File: src/rtl/huffman_ctrl.sv
// Huffman code builder: five merges of the two smallest active slots, which yield per-symbol code words and masks.
// Latency is 36 cycles from the CNT_valid capture to the code_valid pulse; CNT_valid is ignored unless the block is idle.
module huffman_ctrl #(
  parameter int NSYM = 6,
  parameter int CW   = 10
) (
  input  logic       clk,
  input  logic       reset,
  input  logic       CNT_valid,
  input  logic [7:0] CNT1,
  input  logic [7:0] CNT2,
  input  logic [7:0] CNT3,
  input  logic [7:0] CNT4,
  input  logic [7:0] CNT5,
  input  logic [7:0] CNT6,
  output logic       busy,
  output logic       code_valid,
  output logic [7:0] HC1,
  output logic [7:0] HC2,
  output logic [7:0] HC3,
  output logic [7:0] HC4,
  output logic [7:0] HC5,
  output logic [7:0] HC6,
  output logic [7:0] M1,
  output logic [7:0] M2,
  output logic [7:0] M3,
  output logic [7:0] M4,
  output logic [7:0] M5,
  output logic [7:0] M6
);

  localparam logic [1:0] IDLE  = 2'd0;
  localparam logic [1:0] SCAN  = 2'd1;
  localparam logic [1:0] MERGE = 2'd2;
  localparam logic [1:0] DONE  = 2'd3;

  localparam logic [2:0] LAST_IDX   = 3'(NSYM - 1);
  localparam logic [2:0] LAST_ROUND = 3'(NSYM - 2);

  logic [1:0]      state;
  logic [2:0]      idx;
  logic [2:0]      round;

  logic [CW-1:0]   slot_cnt  [NSYM];
  logic [NSYM-1:0] slot_mask [NSYM];
  logic [NSYM-1:0] slot_act;

  logic [2:0]      min1_idx;
  logic [2:0]      min2_idx;
  logic            min1_vld;
  logic            min2_vld;

  logic [7:0]      hc [NSYM];
  logic [7:0]      m  [NSYM];
  logic [7:0]      cnt_in [NSYM];

  logic [CW-1:0]   scan_cnt;
  logic            lt_min1;
  logic            lt_min2;
  logic [CW-1:0]   merge_sum;
  logic [NSYM-1:0] merge_mask;
  logic [2:0]      merge_lo;
  logic [2:0]      merge_hi;

  assign cnt_in[0] = CNT1;
  assign cnt_in[1] = CNT2;
  assign cnt_in[2] = CNT3;
  assign cnt_in[3] = CNT4;
  assign cnt_in[4] = CNT5;
  assign cnt_in[5] = CNT6;

  // Strict less-than plus ascending scan order keeps the lower slot on ties.
  assign scan_cnt = slot_cnt[idx];
  assign lt_min1  = !min1_vld || (scan_cnt < slot_cnt[min1_idx]);
  assign lt_min2  = !min2_vld || (scan_cnt < slot_cnt[min2_idx]);

  assign merge_sum  = slot_cnt[min1_idx] + slot_cnt[min2_idx];
  assign merge_mask = slot_mask[min1_idx] | slot_mask[min2_idx];
  assign merge_lo   = (min1_idx < min2_idx) ? min1_idx : min2_idx;
  assign merge_hi   = (min1_idx < min2_idx) ? min2_idx : min1_idx;

  always_ff @(posedge clk) begin
    if (reset) begin
      state      <= IDLE;
      busy       <= 1'b0;
      code_valid <= 1'b0;
      idx        <= 3'd0;
      round      <= 3'd0;
      for (int i = 0; i < NSYM; i++) begin
        hc[i] <= 8'd0;
        m[i]  <= 8'd0;
      end
    end else begin
      code_valid <= 1'b0;
      case (state)
        IDLE: begin
          if (CNT_valid) begin
            state <= SCAN;
            busy  <= 1'b1;
            idx   <= 3'd0;
            round <= 3'd0;
            for (int i = 0; i < NSYM; i++) begin
              hc[i] <= 8'd0;
              m[i]  <= 8'd0;
            end
          end
        end
        SCAN: begin
          if (idx == LAST_IDX) begin
            idx   <= 3'd0;
            state <= MERGE;
          end else begin
            idx <= idx + 3'd1;
          end
        end
        MERGE: begin
          // The min1 subtree gets a leading 1, the min2 subtree a leading 0.
          for (int i = 0; i < NSYM; i++) begin
            if (slot_mask[min1_idx][i]) begin
              hc[i] <= hc[i] | (m[i] + 8'd1);
              m[i]  <= {m[i][6:0], 1'b1};
            end else if (slot_mask[min2_idx][i]) begin
              m[i] <= {m[i][6:0], 1'b1};
            end
          end
          round <= round + 3'd1;
          if (round == LAST_ROUND) begin
            state      <= DONE;
            busy       <= 1'b0;
            code_valid <= 1'b1;
          end else begin
            state <= SCAN;
          end
        end
        DONE: state <= IDLE;
        default: state <= IDLE;
      endcase
    end
  end

  // Slot and minimum tracking need no reset: every capture reloads them.
  always_ff @(posedge clk) begin
    case (state)
      IDLE: begin
        if (CNT_valid) begin
          for (int k = 0; k < NSYM; k++) begin
            slot_cnt[k]  <= CW'(cnt_in[k]);
            slot_mask[k] <= NSYM'(1) << k;
          end
          slot_act <= '1;
          min1_vld <= 1'b0;
          min2_vld <= 1'b0;
        end
      end
      SCAN: begin
        if (slot_act[idx]) begin
          if (lt_min1) begin
            min2_idx <= min1_idx;
            min2_vld <= min1_vld;
            min1_idx <= idx;
            min1_vld <= 1'b1;
          end else if (lt_min2) begin
            min2_idx <= idx;
            min2_vld <= 1'b1;
          end
        end
      end
      MERGE: begin
        slot_cnt[merge_lo]  <= merge_sum;
        slot_mask[merge_lo] <= merge_mask;
        slot_act[merge_hi]  <= 1'b0;
        min1_vld            <= 1'b0;
        min2_vld            <= 1'b0;
      end
      default: ;
    endcase
  end

  assign HC1 = hc[0];
  assign HC2 = hc[1];
  assign HC3 = hc[2];
  assign HC4 = hc[3];
  assign HC5 = hc[4];
  assign HC6 = hc[5];
  assign M1  = m[0];
  assign M2  = m[1];
  assign M3  = m[2];
  assign M4  = m[3];
  assign M5  = m[4];
  assign M6  = m[5];

endmodule
File: config.mk
export PLATFORM = sky130hd
export DESIGN_NAME = huffman_ctrl
export DESIGN_NICKNAME = d
export VERILOG_FILES = /design/src/rtl/huffman_ctrl.sv
export SDC_FILE = /design/constraint.sdc
export NUM_CORES = 1
export LEC_CHECK = 0
export ABC_CLOCK_PERIOD_IN_PS = 7130
export CAP_MARGIN = 20
export CELL_PAD_IN_SITES_DETAIL_PLACEMENT = 1
export CELL_PAD_IN_SITES_GLOBAL_PLACEMENT = 1
export CORE_ASPECT_RATIO = 1.1
export CORE_MARGIN = 4
export CORE_UTILIZATION = 40
export CTS_CLUSTER_DIAMETER = 150
export CTS_CLUSTER_SIZE = 20
export DETAILED_ROUTE_END_ITERATION = 7
export HOLD_SLACK_MARGIN = 0.06
export PLACE_DENSITY = 0.71
export SYNTH_ARGS = -nofsm -noshare
export SYNTH_HDL_FRONTEND = slang
export SYNTH_SLANG_ARGS = --single-unit
File: constraint.sdc
create_clock -name clk -period 7.13 [get_ports clk]
set_clock_uncertainty 0.2 [all_clocks]
set_input_delay 1.426 -clock clk [delete_from_list [all_inputs] [get_ports clk]]
set_output_delay 1.426 -clock clk [all_outputs]
set_load 0.05 [all_outputs]
==> flow_metrics.env, run 1 <==
export IMPL_cp_data_required_time_ps=7060
export IMPL_hp_start="busy"
export IMPL_status="completed"
export IMPL_cp_max_fo=18
export IMPL_hold_path_class="reg -> reg"
export IMPL_whs_ps=264.6
export IMPL_powerDensity_nw_per_um2=225.3
export IMPL_post_route_period_util=0.6438
export IMPL_ys_seq_elements=257
export IMPL_ys_flop_type="edfxtp_1"
export IMPL_drive_gt1_frac=0.1711
export IMPL_rows=71
export IMPL_clock_fmax_mhz=217.8
export IMPL_synthMuxAreaShare=0.2164
export IMPL_routedWlPerCell_um=21.50
export IMPL_coreArea_um2=34290
export IMPL_nets=1258
export IMPL_rrSetupSlack_ps=2540
export IMPL_crit_path_start_kind="register"
export IMPL_hold_viol_final=0
export IMPL_netlist_cell_type_count=56
export IMPL_maxSlewHeadroom=0.2537
export IMPL_crit_path_top_delay_cell="dfxtp_2"
export IMPL_yosysTopAreaCell="edfxtp_1"
export IMPL_syn_inst=1032
export IMPL_cts_tree="built"
export IMPL_finalCriticalPeriod_ps=4591
export IMPL_grt_pass1_vias=9442
export IMPL_hold_path_depth=2
export IMPL_start_util=0.4061
export IMPL_p_leak_nw=5.854
export IMPL_ctsHoldBuffers=0
export IMPL_syn_area_um2=13920
export IMPL_synth_area_leaders="edfxtp_1 (51%), mux4_2 (13%), mux2_2 (4.7%), nor2_1 (4.2%), ha_1 (3.5%)"
export IMPL_area_growth_pct=17.68
export IMPL_numCtsBuffers=16
export IMPL_root_buffer="clkbuf_16"
export IMPL_synth_compound_area_frac=0.03316
export IMPL_final_util=0.4779
export IMPL_ys_seq_area_frac=0.5406
export IMPL_r2r_end="min2_idx[2]"
export IMPL_synth_top_area_frac=0.5133
export IMPL_reg2regPathDepth=9
export IMPL_cp_slowest_stage_delay_ps=690
export IMPL_cts_setup_buffers=0
export IMPL_setup_tns_ps=0
export IMPL_die_w_um=185.9
export IMPL_gp_congestion=0.7969
export IMPL_drv_slew=0
export IMPL_synth_top_family_by_area="multiplexers"
export IMPL_yosys_area_share_simple=0.1208
export IMPL_setup_ws_ps=2539
export IMPL_hold_end="busy"
export IMPL_postRouteAntennaNets=0
export IMPL_pre_cts_slack_ps=2177
export IMPL_cts_resized=0
export IMPL_finalWirelength_um=34680
export IMPL_dp_hpwl_um=24580
export IMPL_switching_share=0.2978
export IMPL_drtIter0Drc=566
export IMPL_dpl_cell_count=1586
export IMPL_overflow=0
export IMPL_crit_path_end_kind="register"
export IMPL_pin_count=149
export IMPL_die_area_um2=37860
export IMPL_critPathTopFamily="compound AO/OA/AOI/OAI gates"
export IMPL_avgViaCountPerCell=5.503
export IMPL_vdd_drop_max_mv=0.1351
export IMPL_final_cell_mix="edfxtp_1 (238), nor2_1 (154), clkdlybuf4s50_1 (148)"
export IMPL_cp_arrival_ps=4520
export IMPL_crit_type="reg -> reg"
export IMPL_async_reset_ff_frac=0
export IMPL_worst_pin_slew_ps=1118
export IMPL_setup_viol=0
export IMPL_layout_commonest_cell="edfxtp_1"
export IMPL_route_vias_total=8877
export IMPL_drc=0
export IMPL_die_height_um=203.7
export IMPL_yosys_warnings=0
export IMPL_rsz0062_at_grt="no"
export IMPL_critPathBufInv=1
export IMPL_clock_latency_ps=500
export IMPL_max_cap_viol_count=0
export IMPL_antenna_found_initial=0
export IMPL_cts_sinks=257
export IMPL_avgSynthCellArea_um2=13.49
export IMPL_synth_enable_flop_cells=238
export IMPL_cts_buffer_depth=3
export IMPL_portBuffers=148
export IMPL_final_cells=1613
export IMPL_pwr_share_clk=0.252
export IMPL_grtUsageTotal=0.1828
export IMPL_grt_pass1_wl_um=54120
export IMPL_clk_pin_slew_worst_paths_ps=80
export IMPL_synth_nets=1123
export IMPL_seqPwrFrac=0.492
export IMPL_power_switching_mw=1.100
export IMPL_grt_max_degree=33
export IMPL_diodes=0
export IMPL_drt_pass1_iterations=4
export IMPL_synth_adder_area_share=0.03648
export IMPL_synthXorXnorAreaFrac=0.02579
export IMPL_cp_cell_sequence="buf_4 -> mux4_2 -> mux2i_1 -> ha_1 -> nand4_1 -> nor3_1 -> a2111oi_0 -> o21ai_2 -> a21oi_1"
export IMPL_comb_power_share=0.256
export IMPL_htreeDepth=1
export IMPL_p_int_mw=2.593
==> kinds of logic after synthesis <==
logic type,count (synthesis)
DFF,257
and+or+nand+nor,350
buffers and inverters,92
AOI/OAI and AO/OA,70
muxes,182
xor gates and xnor gates,41
adders and majority gates,40
==> cell type report <==
cell class / count / area (um^2)
fillers: 3479 / 17900
multi-input cells: 683 / 6031
clock inverters: 1 / 5.005
well taps: 438 / 548.0
clock buffers: 25 / 455.4
repair buffers: 165 / 1653
inverters: 44 / 165.2
flip-flops and latches: 257 / 7530
==> stage by stage <==
step                      cell area [um^2]  power, mW
after floorplan                      13920      2.508
after global placement               15860      2.781
after detailed placement             15900      2.802
after CTS                            16360      3.737
after global routing                 16390      3.891
final                                16390      3.693
==> cell usage after synthesis (4+ instances only) <==
master    count
nand2b_1     11
buf_2        11
a21oi_1      26
nor2_1      154
mux4_2       79
o31ai_1       4
o221a_2       4
ha_1         39
nand2_1      53
nor3_1        4
o21ai_0      12
xor2_1       12
mux2_4        4
inv_1        44
mux4_1        6
edfxtp_1    238
dfxtp_1      19
mux2i_1      34
or2_2         8
nand3_1      35
mux2_2       58
clkbuf_1     33
a21o_1        5
xnor2_1      29
and3_1        7
and2_1       49
==> layer usage <==
layer  up-vias  GRT usage  part of all wire  wire length, um
li1       4127          -                 -                -
met1      4533     0.2377              0.42            14630
met2       178     0.3291              0.52            18020
met3        39    0.02462             0.042             1452
met4         0    0.03384             0.016              571
met5         -          0                 0                0
==> power groups by stage <==
| stage | Clock (mW) | Combinational [mW] | Sequential [mW] |
|---|---|---|---|
| 6_report | 0.931 | 0.944 | 1.82 |
| 3_5_place_dp | 0 | 0.946 | 1.86 |
| 3_3_place_gp | 0 | 0.930 | 1.85 |
| 5_1_grt | 1.03 | 1.03 | 1.83 |
| 4_1_cts | 0.963 | 0.952 | 1.82 |
| 2_1_floorplan | 0 | 0.597 | 1.91 |
==> worst reg2reg max path: stages, from the launching register on <==
cell and delay, ps:
dfxtp_2 690, buf_4 470, mux4_2 590, mux2i_1 300, ha_1 310, nand4_1 150, nor3_1 70, a2111oi_0 680
o21ai_2 270, a21oi_1 510
==> worst max path at each step <==
stage	slack, ps	end	cells past startpoint
final	2540	min2_idx[2]	9
after CTS	2390	min2_idx[2]	9
after global routing	2080	register	10
after floorplan	3090	register	12
after global placement	2220	slot_cnt[1][5]	6
after detailed placement	2180	slot_cnt[1][3]	6
==> state kept, by name, indices dropped and copies added (netlist names), named ones only <==
| signal | count |
|---|---|
| busy | 1 |
| code_valid | 1 |
| hc | 48 |
| idx | 3 |
| m | 48 |
| min1_idx | 3 |
| min1_vld | 1 |
| min2_idx | 3 |
| min2_vld | 1 |
| round | 3 |
| slot_act | 6 |
| slot_cnt | 80 |
| slot_mask | 48 |
| state | 2 |
Note: power is estimated with default switching activity, not from simulation.
==> run 2: changes to the inputs <==
--- a/config.mk
+++ b/config.mk
@@ -5,7 +5,7 @@
 export SDC_FILE = /design/constraint.sdc
 export NUM_CORES = 1
 export LEC_CHECK = 0
-export ABC_CLOCK_PERIOD_IN_PS = 7130
+export ABC_CLOCK_PERIOD_IN_PS = 4000
 export CAP_MARGIN = 20
 export CELL_PAD_IN_SITES_DETAIL_PLACEMENT = 1
 export CELL_PAD_IN_SITES_GLOBAL_PLACEMENT = 1
@@ -16,7 +16,7 @@
 export CTS_CLUSTER_SIZE = 20
 export DETAILED_ROUTE_END_ITERATION = 7
 export HOLD_SLACK_MARGIN = 0.06
-export PLACE_DENSITY = 0.71
+export PLACE_DENSITY = 0.74
 export SYNTH_ARGS = -nofsm -noshare
 export SYNTH_HDL_FRONTEND = slang
 export SYNTH_SLANG_ARGS = --single-unit
==> constraint.sdc (replaced) <==
create_clock -name clk -period 4 [get_ports clk]
set_clock_uncertainty 0.2 [all_clocks]
set_input_delay 0.8 -clock clk [delete_from_list [all_inputs] [get_ports clk]]
set_output_delay 0.8 -clock clk [all_outputs]
set_load 0.05 [all_outputs]
==> run 2 against run 1 <==
Sequential cell count did not move. Clock power rose by 79%. Die area did not move. Count of clock-buffer cells in the layout fell by 2. Largest cell class unchanged. Final area rose by 1.3%. Largest power group unchanged. Non-clock buffer count rose by 32.
==> flow_metrics.env, run 2 (same netlist as run 1, synthesis figures left out) <==
export IMPL_vdd_drop_max_mv=0.2357
export IMPL_pwr_share_clk=0.252
export IMPL_finalCriticalPeriod_ps=3779
export IMPL_clk_pin_slew_worst_paths_ps=90
export IMPL_max_cap_viol_count=0
export IMPL_setup_viol=0
export IMPL_critPathTopFamily="compound AO/OA/AOI/OAI gates"
export IMPL_postRouteAntennaNets=0
export IMPL_dp_hpwl_um=25730
export IMPL_setup_ws_ps=220.7
export IMPL_die_w_um=185.9
export IMPL_drive_gt1_frac=0.1942
export IMPL_power_switching_mw=1.986
export IMPL_hold_path_depth=2
export IMPL_drv_slew=0
export IMPL_drc=0
export IMPL_post_route_period_util=0.9448
export IMPL_numCtsBuffers=16
export IMPL_p_leak_nw=6.000
export IMPL_antenna_found_initial=0
export IMPL_total_power_mw=6.635
export IMPL_grtUsageTotal=0.1887
export IMPL_cts_sinks=257
export IMPL_area_growth_pct=19.19
export IMPL_crit_path_start_kind="register"
export IMPL_route_vias_total=9117
export IMPL_gp_congestion=0.8443
export IMPL_htreeDepth=1
export IMPL_crit_path_top_delay_cell="mux4_1"
export IMPL_cp_depth=11
export IMPL_grt_pass1_wl_um=55860
export IMPL_hold_viol_final=0
export IMPL_avgViaCountPerCell=5.549
export IMPL_drt_pass1_iterations=4
export IMPL_finalWirelength_um=35820
export IMPL_portBuffers=148
export IMPL_seqPwrFrac=0.484
export IMPL_cp_cell_sequence="buf_4 -> mux4_1 -> mux2_2 -> ha_1 -> a21oi_1 -> o21ai_0 -> a2111oi_2 -> buf_4 -> o21ai_2 -> or2_1 -> o221a_2"
export IMPL_grt_pass1_vias=9798
export IMPL_dpl_cell_count=1619
export IMPL_diodes=0
export IMPL_cp_common_cell="buf_4"
export IMPL_cp_max_fo=11
export IMPL_status="completed"
export IMPL_rrSetupSlack_ps=220
export IMPL_p_int_mw=4.650
export IMPL_final_util=0.4840
export IMPL_routedWlPerCell_um=21.80
export IMPL_powerDensity_nw_per_um2=399.8
export IMPL_maxSlewHeadroom=0.3658
export IMPL_clock_latency_ps=510
export IMPL_setup_tns_ps=0
export IMPL_grt_max_degree=22
export IMPL_worst_pin_slew_ps=941.3
export IMPL_layout_commonest_cell="edfxtp_1"
export IMPL_hold_path_class="reg -> reg"
export IMPL_largest_reg_flops=80
export IMPL_final_cell_mix="edfxtp_1 (238), nor2_1 (154), clkdlybuf4s50_1 (148)"
export IMPL_pre_cts_slack_ps=-13.78
export IMPL_die_height_um=203.7
export IMPL_clock_fmax_mhz=264.6
export IMPL_cts_buffer_depth=3
export IMPL_start_util=0.4061
export IMPL_rows=71
export IMPL_switching_share=0.2993
export IMPL_regMostFlops="slot_cnt"
export IMPL_rsz0062_at_grt="no"
export IMPL_crit_path_end_kind="register"
export IMPL_reg2regPathDepth=11
export IMPL_die_area_um2=37860
export IMPL_overflow=0
export IMPL_pin_count=149
export IMPL_cp_arrival_ps=3970
export IMPL_final_cells=1643
export IMPL_comb_power_share=0.265
export IMPL_nets=1290
export IMPL_critPathBufInv=2
export IMPL_cts_tree="built"
export IMPL_drtIter0Drc=526
export IMPL_root_buffer="clkbuf_16"
export IMPL_cp_slowest_stage_delay_ps=570
export IMPL_ctsHoldBuffers=0
export IMPL_coreArea_um2=34290
export IMPL_cp_data_required_time_ps=4190
export IMPL_crit_type="reg -> reg"
-- run 2: tightest hold or removal path, cell delays in order (launching register included) --
cell,delay (ps)
dfxtp_1,320
nand2_1,50
a21oi_1,50
-- run 2: per-stage QoR --
step / hold slack (ps) / cell area [um^2]
after floorplan: 206.4 / 13930
after global placement: 242.8 / 16140
after detailed placement: 253.6 / 16140
after CTS: 266.1 / 16590
after global routing: 297.9 / 16600
final: 262.4 / 16600
-- run 2: repair_timing --
item                                    in CTS  in global routing
endpoints found under the setup margin       8                 13
setup buffers                                0                  0
pin swaps                                    0                  0
gates resized for setup                      1                  2
endpoints found under the hold margin        0                  0
-- run 2: cell type report --
cell class / instances / area (um^2)
Timing Repair Buffer: 197 / 1862
Multi-Input combinational cell: 683 / 6037
Tap cell: 438 / 548.0
Sequential cell: 257 / 7532
Clock inverter: 1 / 5.005
Clock buffer: 23 / 447.9
Inverter: 44 / 165.2
Fill cell: 3508 / 17690
-- run 2: power groups by stage --
stage / sequential, mW / combinational (mW) / clock, mW
3_3_place_gp: 3.26 / 1.73 / 0
3_5_place_dp: 3.27 / 1.76 / 0
5_1_grt: 3.23 / 1.91 / 1.84
4_1_cts: 3.21 / 1.77 / 1.73
6_report: 3.21 / 1.76 / 1.67
2_1_floorplan: 3.41 / 1.07 / 0
-- run 2: worst min path at each step --
stage	start	end
global placement	busy	busy
detailed placement	busy	busy
finish	busy	busy
CTS	busy	busy
global route	busy	busy
floorplan	idx[1]	min1_idx[1]
-- run 2: routing by layer --
| metal | share of wire | vias to the layer above | GRT usage |
|---|---|---|---|
| met5 | 0 | - | 0 |
| met4 | 0.022 | 0 | 0.04477 |
| met3 | 0.051 | 40 | 0.02854 |
| met2 | 0.51 | 237 | 0.3335 |
| met1 | 0.42 | 4653 | 0.2444 |
| li1 | - | 4187 | - |
